`src/rtl/vga_timing_pkg.sv`:
```
// Default 640x480@60 VGA timing constants and counter width.
// Shared by the sync generator and its per-axis counters.
package vga_timing_pkg;

  localparam int CNT_W = 10;

  localparam int DEF_H_ACTIVE = 640;
  localparam int DEF_H_FP     = 16;
  localparam int DEF_H_SYNC   = 96;
  localparam int DEF_H_BP     = 48;
  localparam int DEF_V_ACTIVE = 480;
  localparam int DEF_V_FP     = 10;
  localparam int DEF_V_SYNC   = 2;
  localparam int DEF_V_BP     = 33;

  localparam int DEF_H_TOTAL =
    DEF_H_ACTIVE + DEF_H_FP + DEF_H_SYNC + DEF_H_BP;
  localparam int DEF_V_TOTAL =
    DEF_V_ACTIVE + DEF_V_FP + DEF_V_SYNC + DEF_V_BP;

  localparam logic DEF_SYNC_POL = 1'b0;

endpackage

```
`src/rtl/vga_axis_counter.sv`:
```
// One timing axis: position counter plus registered sync/active decode.
// Decode uses the next count so it lines up with count in the same cycle.
module vga_axis_counter
  import vga_timing_pkg::*;
#(
  parameter int   ACTIVE = DEF_H_ACTIVE,
  parameter int   FP     = DEF_H_FP,
  parameter int   SYNC   = DEF_H_SYNC,
  parameter int   BP     = DEF_H_BP,
  parameter logic POL    = DEF_SYNC_POL
) (
  input  logic             clk,
  input  logic             rst,
  input  logic             en,
  input  logic             wrap_in,
  output logic [CNT_W-1:0] count,
  output logic             sync,
  output logic             active,
  output logic             wrap_out
);

  localparam int TOTAL = ACTIVE + FP + SYNC + BP;

  localparam logic [CNT_W-1:0] LAST = CNT_W'(TOTAL - 1);
  localparam logic [CNT_W-1:0] S_LO = CNT_W'(ACTIVE + FP);
  localparam logic [CNT_W-1:0] S_HI = CNT_W'(ACTIVE + FP + SYNC);
  localparam logic [CNT_W-1:0] ACT  = CNT_W'(ACTIVE);

  logic [CNT_W-1:0] nxt;

  assign wrap_out = (count == LAST);

  always_comb begin
    nxt = count;
    if (en && wrap_in)
      nxt = wrap_out ? '0 : count + 1'b1;
  end

  always_ff @(posedge clk) begin
    if (rst) begin
      count  <= '0;
      sync   <= ~POL;
      active <= 1'b1;
    end else begin
      count  <= nxt;
      sync   <= (nxt >= S_LO && nxt < S_HI) ? POL : ~POL;
      active <= (nxt < ACT);
    end
  end

endmodule

```
`src/rtl/vga_sync_gen.sv`:
```
// VGA timing generator advanced by a pixel-enable strobe.
// Define VGA_FRAME_COUNT_EN to add a 16-bit frame_count output.
module vga_sync_gen
  import vga_timing_pkg::*;
#(
  parameter int   H_ACTIVE = DEF_H_ACTIVE,
  parameter int   H_FP     = DEF_H_FP,
  parameter int   H_SYNC   = DEF_H_SYNC,
  parameter int   H_BP     = DEF_H_BP,
  parameter int   V_ACTIVE = DEF_V_ACTIVE,
  parameter int   V_FP     = DEF_V_FP,
  parameter int   V_SYNC   = DEF_V_SYNC,
  parameter int   V_BP     = DEF_V_BP,
  parameter logic SYNC_POL = DEF_SYNC_POL
) (
  input  logic             clk,
  input  logic             rst,
  input  logic             pix_en,
  output logic             hsync,
  output logic             vsync,
  output logic             video_on,
  output logic [CNT_W-1:0] pixel_x,
  output logic [CNT_W-1:0] pixel_y,
  output logic             line_tick,
  output logic             frame_tick
`ifdef VGA_FRAME_COUNT_EN
  ,
  output logic [15:0]      frame_count
`endif
);

  localparam int H_TOTAL = H_ACTIVE + H_FP + H_SYNC + H_BP;
  localparam int V_TOTAL = V_ACTIVE + V_FP + V_SYNC + V_BP;

  if (H_TOTAL > 1024 || V_TOTAL > 1024) begin : g_bad_total
    $error("vga_sync_gen: H_TOTAL/V_TOTAL exceed 1024");
  end

  logic h_wrap;
  logic v_wrap;
  logic h_act;
  logic v_act;

  vga_axis_counter #(
    .ACTIVE(H_ACTIVE), .FP(H_FP), .SYNC(H_SYNC),
    .BP(H_BP), .POL(SYNC_POL)
  ) u_h (
    .clk(clk), .rst(rst),
    .en(pix_en), .wrap_in(1'b1),
    .count(pixel_x), .sync(hsync),
    .active(h_act), .wrap_out(h_wrap)
  );

  // Vertical axis steps only on the strobe that wraps the line.
  vga_axis_counter #(
    .ACTIVE(V_ACTIVE), .FP(V_FP), .SYNC(V_SYNC),
    .BP(V_BP), .POL(SYNC_POL)
  ) u_v (
    .clk(clk), .rst(rst),
    .en(pix_en), .wrap_in(h_wrap),
    .count(pixel_y), .sync(vsync),
    .active(v_act), .wrap_out(v_wrap)
  );

  assign video_on = h_act & v_act;

  always_ff @(posedge clk) begin
    if (rst) begin
      line_tick  <= 1'b0;
      frame_tick <= 1'b0;
    end else begin
      line_tick  <= pix_en & h_wrap;
      frame_tick <= pix_en & h_wrap & v_wrap;
    end
  end

`ifdef VGA_FRAME_COUNT_EN
  always_ff @(posedge clk) begin
    if (rst)
      frame_count <= '0;
    else if (pix_en && h_wrap && v_wrap)
      frame_count <= frame_count + 16'd1;
  end
`endif

endmodule
```
`config.mk`:
```
export PLATFORM = sky130hd
export DESIGN_NAME = vga_sync_gen
export DESIGN_NICKNAME = d
export VERILOG_FILES = /design/src/rtl/vga_timing_pkg.sv /design/src/rtl/vga_axis_counter.sv /design/src/rtl/vga_sync_gen.sv
export SDC_FILE = /design/constraint.sdc
export NUM_CORES = 1
export LEC_CHECK = 0
export CORE_MARGIN = 2
export CORE_UTILIZATION = 55
export CTS_CLUSTER_DIAMETER = 50
export DETAILED_ROUTE_END_ITERATION = 10
export HOLD_SLACK_MARGIN = 0.15
export PLACE_DENSITY = 0.89
export SETUP_SLACK_MARGIN = 0.15
export SLEW_MARGIN = 20
export SYNTH_ARGS = -nofsm -noshare
export SYNTH_HDL_FRONTEND = slang
export SYNTH_SLANG_ARGS = --single-unit
```
`constraint.sdc`:
```
create_clock -name clk -period 3.41 [get_ports clk]
set_input_delay 0.682 -clock clk [delete_from_list [all_inputs] [get_ports clk]]
set_output_delay 0.682 -clock clk [all_outputs]
set_load 0.02 [all_outputs]
```
After elaboration in Yosys (flattened, before gate mapping):

Index checks and enable logic that the tools add are counted.

* $add $sub $neg: 2
* $lt $le $gt $ge: 6
* equal/unequal tests: 2
* mux-type cells: 6
* bitwise logic cells: 3
* reduce and logical (&&, ||, !) cells: 3

Operators by type and width (count)
* 10-bit 2-to-1 mux: 4
* 10-bit by 1-bit adder with 10-bit output, second input constant: 2
* 10-bit == test, second input constant: 2
* 10-bit < comparator, second input constant: 2
* 10-bit by 9-bit < comparator with 1-bit output, second input constant: 2
* 10-bit >= comparator, second input constant: 1
* 10-bit by 9-bit >= comparator with 1-bit output, second input constant: 1
* 1-bit AND: 3
* 1-bit logical AND: 3
* 1-bit 2-to-1 mux: 2

* flip-flop bits (word level): 26
* bits of input ports: 3
* output and inout bits: 25
* word-level logic and storage cells: 30

Longest topological paths before layout:

Gate-level depths: netlist (run 1).

* depth in word-level cells: 6
* mapped depth: 9
* gate-level depth less buffers: 7

Cells and area by module:

A second synthesis (run 1) with hierarchy kept.

* cell total of the unflattened synthesis: 157
* area, all modules: 1367.6 µm²

By module, submodules not included
* vga_axis_counter at u_v: instances 1, cells each 83, area an instance 704.4 µm², sequential area each 240.2 µm²
* vga_axis_counter at u_h: instances 1, cells each 68, area an instance 593.1 µm², sequential area each 240.2 µm²
* vga_sync_gen: instances 1, cells each 6, area an instance 70.1 µm², sequential area each 40.0 µm²

Worst setup path before layout (run 1):

No wires, ideal clock.

* path type: in2reg
* start point: input port pix_en
* end point: register u_v.sync
* library setup time: 0.132 ns
* arrival time: 1.873 ns
* data required time: 3.278 ns
* setup slack: 1.405 ns
* stages on the path: 6
* path buffers: 1
* cells stage by stage: buf_4 -> and4b_4 -> nand3_2 -> or3_1 -> a211oi_1 -> nand4b_1

* cells in the longest elaborated chain, start to end: 5
* elaborated cells between the ends (all ways): 6
* those cells by class: order compare (2); mux (2); reduce/logical (2)

RTL lines
* start: declaration: RTL line vga_sync_gen.sv:18 `input logic pix_en,`
* 1-bit logical AND *: RTL line vga_axis_counter.sv:35 `if (en && wrap_in)`
* 10-bit 2-to-1 mux *: RTL line vga_axis_counter.sv:35
* 10-bit by 9-bit >= comparator with 1-bit output or 10-bit by 9-bit < comparator with 1-bit output (tied branches): RTL line vga_axis_counter.sv:46 `sync <= (nxt >= S_LO && nxt < S_HI) ? POL : ~POL;`
* 1-bit logical AND *: RTL line vga_axis_counter.sv:46
* 1-bit 2-to-1 mux *: RTL line vga_axis_counter.sv:46
* end signal: assignment: RTL line vga_axis_counter.sv:42 `sync <= ~POL;`
* end signal: assignment: RTL line vga_axis_counter.sv:46
* end: declaration: RTL line vga_axis_counter.sv:17 `output logic sync,`

Mark *: on every way between the ends. The rest lies on a longest branch, timed or not.
A chain may end at the register's enable or synchronous reset.

Worst setup path after layout (run 1):

Same ends and word-level chain as after synthesis.

==> results of run 1 <==
layer usage:
layer	GRT usage, %	vias up	part of all wire [%]
met2	37.7	55	50
met1	33.7	636	42
met4	13.0	0	1.8
met3	4.30	7	6.2
li1	-	664	-
met5	0	-	0
flip-flops by register name, indices dropped and copies added, names as in the netlist:
name,count
u_h.count,10
u_h.sync,1
line_tick,1
u_v.active,1
u_v.sync,1
u_h.active,1
u_v.count,10
frame_tick,1
how the worst min path moves through the flow:
stage,from,to,cells past startpoint
3_3_place_gp,u_h.count[1],u_h.count[1],2
6_report,u_h.count[0],u_h.count[0],2
5_1_grt,u_h.count[0],u_h.count[0],2
4_1_cts,u_h.count[0],u_h.count[0],2
3_5_place_dp,u_h.count[0],u_h.count[0],2
2_1_floorplan,u_v.count[1],u_v.count[1],2
synth_stat cells (all sizes together), types with 2 or more instances:
cell     instances
dfxtp           26
nor3            13
a21oi           12
nand2           12
nand3           11
nor2            11
nand4            7
xnor2            7
buf              6
clkbuf           5
inv              5
and3             4
o21ai            4
or3              4
xor2             4
ha               3
and2             2
nand3b           2
nand4b           2
nor2b            2
nor4             2
o2111ai          2
o211ai           2
o21a             2
o311ai           2
or2              2
or4              2
kinds of logic (layout without fill, tap and decap cells):
kind of cell | count (synthesis) | count (layout) | share of synthesized area [%]
and+or+nand+nor | 81 | 81 | 32.7
buffers and inverters | 16 | 37 | 5.68
AOI/OAI and AO/OA | 32 | 32 | 15.2
xor gates and xnor gates | 11 | 11 | 6.72
muxes | 1 | 1 | 0.699
adders and majority gates | 3 | 3 | 2.62
DFF | 26 | 26 | 36.3
report_power, final:
group	internal, W	switching (W)
Combinational	0.0000232	0.0000246
Sequential	0.000310	0.00000718
Clock	0.000119	0.0000962
stage by stage:
step / cells / util, %
detailed placement: 217 / 68.0
floorplan: 170 / -
finish: 221 / 70.2
global placement: 217 / 68.0
global route: 221 / 70.2
CTS: 221 / 70.2
cell type report:
type / count / share of cell area [%]
repair buffers: 28 / 16.0
clock inverters: 1 / 1.73
multi-input cells: 128 / 47.8
well taps: 30 / 2.16
clock buffers: 3 / 1.30
inverters: 5 / 1.08
flip-flops and latches: 26 / 29.9
tightest hold or removal path: stages, from the launching register on:
cell	delay [ps]
dfxtp_1	380
xnor2_1	140
nor3_1	40
==> metrics.md, run 1 <==
| Metric | Value |
|---|---|
| Placement Setup Slack | 586 ps |
| Die Area | 3030 um^2 |
| Reg clk slew, reported paths | 150 ps |
| Critical Path End Type | register |
| Vias in the first global route | 1240 |
| Post-synth EDFFs | 0 |
| Share of layout cells above drive strength 1 | 7.33% |
| WS Path Type | input pin to register |
| Setup TNS | 0 ps |
| Area share of the largest cell type after synthesis | 36.3% |
| DR vias | 1362 |
| Layout Cell Area excl Fill | 1740 um^2 |
| Fillers | 191 |
| Clock Latency Late Sink | 340 ps |
| Final WS setup | 949 ps |
| Final Hold Vio Count | 0 |
| PwrDens | 334 nW/um^2 |
| Hold crit path type | register to register |
| Drt total wl | 3430 um |
| Cell taking the most area after synthesis | dfxtp_1 |
| Core Area | 2480 um^2 |
| Worst path depth | 6 |
| Drt initial violations | 35 |
| Leak Pwr | 0.535 nW |
| Max_cap viols | 0 |
| Setup slack, reg-to-reg | 1000 ps |
| Die Y | 55.0 um |
| Die width | 55.0 um |
| Wire per inst | 15.5 um |
| Terminus of the critical flop-to-flop path | u_v.sync |
| Post-DR vias/cell | 6.16 |
| # DRC | 0 |
| Post-CTS resize count | 0 |
| Max Fclk | 0.406 GHz |
| Multi-input gate area | 831 um^2 |
| Commonest non-fill, non-tap cell in the layout | clkdlybuf4s50_1 |
| Synthesized instance count | 170 |
| Tmin final | 2460 ps |
| VDD IR max | 0.000311 V |
| Crit-path max FO | 17 |
| First-pass GRT wire length | 5460 um |
| Number of synthesized register bits | 26 |
| Least-Margin Pin Slew | 862 ps |
| Req. time, crit path | 3620 ps |
| Postcts setup bufs | 0 |
| Status | completed |
| Root Driver | clkbuf_4 |
| Yosys warning count | 0 |
| Period utilization | 72.2% |
| Largest net degree at the start of global routing | 23 |
| Pwr Total | 0.000580 W |
| Remaining Overflow, GRT | 0 |
| Final ANT Viol Nets | 0 |
| Worst rel slew slack | 42.4% |
| Worst Setup SP | pix_en |
| CP endpoint | u_v.sync |
| Crit-path cells | clkdlybuf4s50_1 > and4b_4 > and3_1 > nand3_1 > a221oi_1 > nand4b_1 |
| RSZ-0062 raised after global routing | false |
| RePlAce Congestion | 0.906 |
| H-Tree Depth | 1 |
| Initial antenna violation count | 0 |
| CTS tree | yes |
| Ranking of synthesized cells by area | dfxtp_1 36%, xnor2_1 4.3%, a21oi_1 4.2% |
| Cell family with most CP delay | simple AND/OR/NAND/NOR gates |
| Area Overhead vs Synth | 21.3% |
| Post-synthesis sequential area ratio | 36.3% |
| FF-to-FF Start | u_h.count[0] |
| CP max stage cell | and3_1 |
| Worst R2R Path Depth | 6 |
| Mapped Avg Cell Area | 8.43 um^2 |
| DP HPWL | 2500 um |
| Buf/Inv on CP | 1 |
| Initial Util | 57.8% |
| Distinct cells, synth | 47 |
| Critical Path Max Stage Delay | 560 ps |
| Mapped Area | 1430 um^2 |
| Ys async rst share | 0% |
| Maximum buffer depth of the clock tree | 2 |
| Cts hold-fix bufs | 0 |
| Most used DFF post-synth | dfxtp_1 |
| CTS Sinks | 26 |
| Critical Path Start Type | input pin |
| Register Area | 520 um^2 |
| Worst clock skew | 11.7 ps |
| Nets@finish | 198 |
| Placement Rows | 18 |
| Final setup fails | 0 |
| TritonCTS Buffers | 3 |
| Diodes inserted | 0 |
| Worst EP arrival | 2670 ps |
| PortBufs | 27 |
| Most frequent cells in the layout | 27 x clkdlybuf4s50_1, 26 x dfxtp_1, 12 x a21oi_1, 12 x nor3_1 |
| Post-Syn Nets | 176 |
| IO Count | 28 |
| Gr usage total | 24.9% |
| DR pass1 iterations | 4 |
| Hold WS | 585 ps |
| Fin. max-slew vios | 0 |
| Post-DP Area | 1690 um^2 |
No activity file was read; power rests on OpenSTA's default activity.
==> run 2, diff against run 1 <==
--- a/config.mk
+++ b/config.mk
@@ -6,11 +6,11 @@
 export NUM_CORES = 1
 export LEC_CHECK = 0
 export CORE_MARGIN = 2
-export CORE_UTILIZATION = 55
+export CORE_UTILIZATION = 51
 export CTS_CLUSTER_DIAMETER = 50
 export DETAILED_ROUTE_END_ITERATION = 10
 export HOLD_SLACK_MARGIN = 0.15
-export PLACE_DENSITY = 0.89
+export PLACE_DENSITY = 0.84
 export SETUP_SLACK_MARGIN = 0.15
 export SLEW_MARGIN = 20
 export SYNTH_ARGS = -nofsm -noshare
==> constraint.sdc (replaced) <==
create_clock -name clk -period 2.5 [get_ports clk]
set_input_delay 0.5 -clock clk [delete_from_list [all_inputs] [get_ports clk]]
set_output_delay 0.5 -clock clk [all_outputs]
set_load 0.02 [all_outputs]
==> run 2 against run 1 <==
Effect of this change: global-route usage is 2.5 points lower; final cell count is 2.7% higher; sequential power is 37% higher; critical path type is now register to register; critical endpoint unchanged; largest power group unchanged; highest routed layer unchanged.
==> metrics.md, run 2 (synthesized netlist as in run 1, its figures left out) <==
| Metric | Value |
|---|---|
| Initial antenna violation count | 0 |
| Clock Latency Late Sink | 330 ps |
| Setup TNS | 0 ps |
| Remaining Overflow, GRT | 0 |
| Leak Pwr | 0.551 nW |
| Setup slack, reg-to-reg | 330 ps |
| Fin. max-slew vios | 0 |
| Drt total wl | 3380 um |
| Critical Path Start Type | register |
| DR pass1 iterations | 5 |
| Maximum buffer depth of the clock tree | 2 |
| Status | completed |
| Wire per inst | 14.9 um |
| First-pass GRT wire length | 5720 um |
| WS Path Type | register to register |
| TritonCTS Buffers | 3 |
| # DRC | 0 |
| CTS Sinks | 26 |
| Hold crit path type | register to register |
| FF-to-FF Start | u_h.count[0] |
| CP max stage cell | dfxtp_1 |
| Pwr Total | 0.000717 W |
| VDD IR max | 0.000343 V |
| Placed cell count | 223 |
| Largest net degree at the start of global routing | 15 |
| Commonest non-fill, non-tap cell in the layout | clkdlybuf4s50_1 |
| CTS tree | yes |
| Worst R2R Path Depth | 6 |
| Max Fclk | 0.460 GHz |
| Final ANT Viol Nets | 0 |
| Least-Margin Pin Slew | 562 ps |
| Worst clock skew | 5.74 ps |
| Die Y | 57 um |
| IO Count | 28 |
| Die Area | 3250 um^2 |
| Most frequent cells in the layout | 27 x clkdlybuf4s50_1, 26 x dfxtp_1, 12 x a21oi_1, 12 x nor3_1 |
| Terminus of the critical flop-to-flop path | u_v.sync |
| Post-CTS resize count | 0 |
| CP endpoint | u_v.sync |
| Placement Rows | 19 |
| Post-DR vias/cell | 6.00 |
| Gr usage total | 22.3% |
| Area Overhead vs Synth | 22.9% |
| Cts hold-fix bufs | 0 |
| RSZ-0062 raised after global routing | false |
| Critical Path Max Stage Delay | 430 ps |
| Postcts setup bufs | 0 |
| Core Area | 2710 um^2 |
| Req. time, crit path | 2710 ps |
| DP HPWL | 2490 um |
| Crit-path max FO | 8 |
| Diodes inserted | 0 |
| Final setup fails | 0 |
| Worst EP arrival | 2390 ps |
| Max_cap viols | 0 |
| Critical Path End Type | register |
| H-Tree Depth | 1 |
| Reg clk slew, reported paths | 140 ps |
| Drt initial violations | 66 |
| Root Driver | clkbuf_4 |
| Period utilization | 87.0% |
| Nets@finish | 203 |
| Initial Util | 52.9% |
| Final Non-Filler Cells | 227 |
| PortBufs | 27 |
| Final Hold Vio Count | 0 |
| Top Registers | u_h.count x10, u_v.count x10 |
| Vias in the first global route | 1247 |
| Worst Setup SP | u_h.count[0] |
| Fillers | 251 |
| Tmin final | 2170 ps |
| Worst rel slew slack | 62.4% |
| Die width | 57 um |
| Share of layout cells above drive strength 1 | 9.69% |
| DR vias | 1363 |
| Crit-path cells | ha_1 > and4_1 > and3_1 > nand3_1 > a221oi_1 > nand4b_1 |
| RePlAce Congestion | 0.987 |
| PwrDens | 407 nW/um^2 |
==> run 2: worst max-delay path: cells and delay by family, from the launching register on <==
family / cells / cell delay [ps]
adder cells (fa/ha/maj): 1 / 260
AO/OA/AOI/OAI: 1 / 340
AND/OR/NAND/NOR: 4 / 1030
flip-flops: 1 / 430
==> run 2: power by group <==
group / switching [W] / internal [W]
Sequential: 0.0000107 / 0.000422
Combinational: 0.0000342 / 0.0000327
Clock: 0.000127 / 0.0000893
Total: 0.000172 / 0.000544
==> run 2: worst min-delay path by stage <==
stage	from	to	slack (ps)	depth (start not counted)
finish	u_h.count[0]	u_h.count[0]	590	2
global route	u_h.count[0]	u_h.count[0]	610	2
CTS	u_h.count[0]	u_h.count[0]	590	2
detailed placement	u_h.count[0]	u_h.count[0]	570	2
global placement	u_h.count[0]	u_h.count[0]	560	2
floorplan	rst	u_v.count[5]	580	1
==> run 2: final cells by class <==
| class | count | area, um^2 | share of cell area (%) |
|---|---|---|---|
| multi-input combinational | 128 | 831 | 47.2 |
| sequential | 26 | 520 | 29.6 |
| timing repair buffer | 33 | 315 | 17.9 |
| tap | 31 | 38.8 | 2.20 |
| clock buffer | 4 | 36.3 | 2.06 |
| inverter | 5 | 18.8 | 1.07 |
==> run 2: stage by stage <==
step           hold slack [ps]  worst slack [ps]  utilization [%]  cell area, um^2
6_report                   586               325             65.0             1760
5_1_grt                    610               211             65.0             1760
4_1_cts                    590               367             65.0             1760
3_5_place_dp               568               143             63.6             1720
3_3_place_gp               560               209             63.6             1720
2_1_floorplan              581               539                -             1430
==> run 2: per-layer routing <==
metal,global-route usage (%),wire length [um]
met1,32.0,1590
met2,33.3,1490
met3,3.85,223
met4,9.30,65
met5,0,0
==> run 3, diff against run 2 <==
--- a/config.mk
+++ b/config.mk
@@ -5,6 +5,7 @@
 export SDC_FILE = /design/constraint.sdc
 export NUM_CORES = 1
 export LEC_CHECK = 0
+export CORE_ASPECT_RATIO = 0.8
 export CORE_MARGIN = 2
 export CORE_UTILIZATION = 51
 export CTS_CLUSTER_DIAMETER = 50
==> run 3 against run 2 <==
Effect of this change: sequential power about the same; worst setup slack improved by 26 ps; combinational power about the same; register-to-register slack improved by 30 ps; core utilization decreased by 0.53 points; worst hold slack got worse by 6.8 ps; final cell count increased by 2.2%; flip-flop and latch count unchanged; critical endpoint unchanged; largest power group unchanged; highest routed layer unchanged.
==> metrics.md, run 3 (synthesized netlist as in run 1, its figures left out) <==
| Metric | Value |
|---|---|
| CTS Sinks | 26 |
| Req. time, crit path | 2710 ps |
| DP HPWL | 2520 um |
| VDD IR max | 0.000317 V |
| Tmin final | 2150 ps |
| Root Driver | clkbuf_4 |
| Cts hold-fix bufs | 0 |
| PwrDens | 405 nW/um^2 |
| Critical Path End Type | register |
| IO Count | 28 |
| Max Fclk | 0.465 GHz |
| Setup TNS | 0 ps |
| Drt initial violations | 87 |
| Top Registers | u_h.count x10, u_v.count x10 |
| Fillers | 241 |
| Worst EP arrival | 2360 ps |
| Area Overhead vs Synth | 22.4% |
| H-Tree Depth | 1 |
| Vias in the first global route | 1236 |
| Share of layout cells above drive strength 1 | 8.76% |
| Initial antenna violation count | 0 |
| Final WS setup | 352 ps |
| Final Hold Vio Count | 0 |
| Final ANT Viol Nets | 0 |
| Register Area | 520 um^2 |
| Least-Margin Pin Slew | 478 ps |
| Period utilization | 85.9% |
| Remaining Overflow, GRT | 0 |
| Placement Rows | 17 |
| Crit-path max FO | 8 |
| Max_cap viols | 0 |
| DR vias | 1386 |
| Initial Util | 52.6% |
| Wire per inst | 14.4 um |
| Hold crit path type | register to register |
| Post-CTS resize count | 0 |
| Fin. max-slew vios | 0 |
| Die width | 63.3 um |
| Die Area | 3250 um^2 |
| Core Area | 2720 um^2 |
| Final setup fails | 0 |
| Reg clk slew, reported paths | 140 ps |
| Post-DR vias/cell | 5.97 |
| TritonCTS Buffers | 3 |
| Commonest non-fill, non-tap cell in the layout | clkdlybuf4s50_1 |
| Leak Pwr | 0.543 nW |
| Postcts setup bufs | 0 |
| Worst clock skew | 6.16 ps |
| Drt total wl | 3350 um |
| PortBufs | 27 |
| WS Path Type | register to register |
| RePlAce Congestion | 0.901 |
| Status | completed |
| CTS tree | yes |
| Clock Latency Late Sink | 320 ps |
| DR pass1 iterations | 4 |
| Diodes inserted | 0 |
| Largest net degree at the start of global routing | 15 |
| Gr usage total | 22.2% |
| First-pass GRT wire length | 5680 um |
| # DRC | 0 |
| Nets@finish | 201 |
| Multi-input gate area | 831 um^2 |
| Placement Setup Slack | 144 ps |
| Die Y | 51.4 um |
| Critical Path Start Type | register |
| Worst rel slew slack | 68.0% |
| RSZ-0062 raised after global routing | false |
| Final core occ | 64.4% |
| Most frequent cells in the layout | 27 x clkdlybuf4s50_1, 26 x dfxtp_1, 12 x a21oi_1, 12 x nor3_1 |
| Maximum buffer depth of the clock tree | 2 |
## run 3: final cells by class
class / count / area share [%]
clock buffer: 4 / 2.07
timing repair buffer: 31 / 17.1
tap: 38 / 2.71
multi-input combinational: 128 / 47.4
inverter: 5 / 1.07
sequential: 26 / 29.7
## run 3: metrics by stage
step	cells	cell area (um^2)	power [W]	hold slack [ps]
floorplan	170	1430	0.000480	581
global placement	228	1720	0.000506	558
detailed placement	228	1720	0.000508	560
CTS	232	1750	0.000714	582
global route	232	1750	0.000737	633
finish	232	1750	0.000711	579
## run 3: worst paths after layout
kind / start / slack [ps] / depth (start not counted) / end
setup / recovery: u_h.count[0] / 350 / 6 / u_v.sync
setup reg to reg: u_h.count[0] / 350 / 6 / u_v.sync
hold reg to reg: u_h.count[1] / 580 / 2 / u_h.count[1]
hold / removal: u_h.count[1] / 580 / 2 / u_h.count[1]
## run 3: power breakdown
part / internal (W) / leakage, nW / switching [W]
combinational: 0.0000326 / 0.311 / 0.0000343
clock: 0.0000891 / 0.0210 / 0.000122
sequential: 0.000422 / 0.210 / 0.0000100
## run 3: per-layer routing
layer | wire, um | part of all wire (%) | track usage (%) | up-vias
met5 | 0 | 0 | 0 | -
met4 | 17 | 0.51 | 6.88 | 0
met3 | 249 | 7.4 | 5.95 | 4
met2 | 1520 | 45 | 33.7 | 70
met1 | 1560 | 47 | 30.8 | 638
li1 | - | - | - | 674
## run 3: worst max-delay path, cell delays in order, from the launching register on
cell and delay [ps]:
dfxtp_1 420, ha_1 240, and4_1 360, and3_1 380
o2111ai_1 200, a221oi_1 320, nand4b_1 120
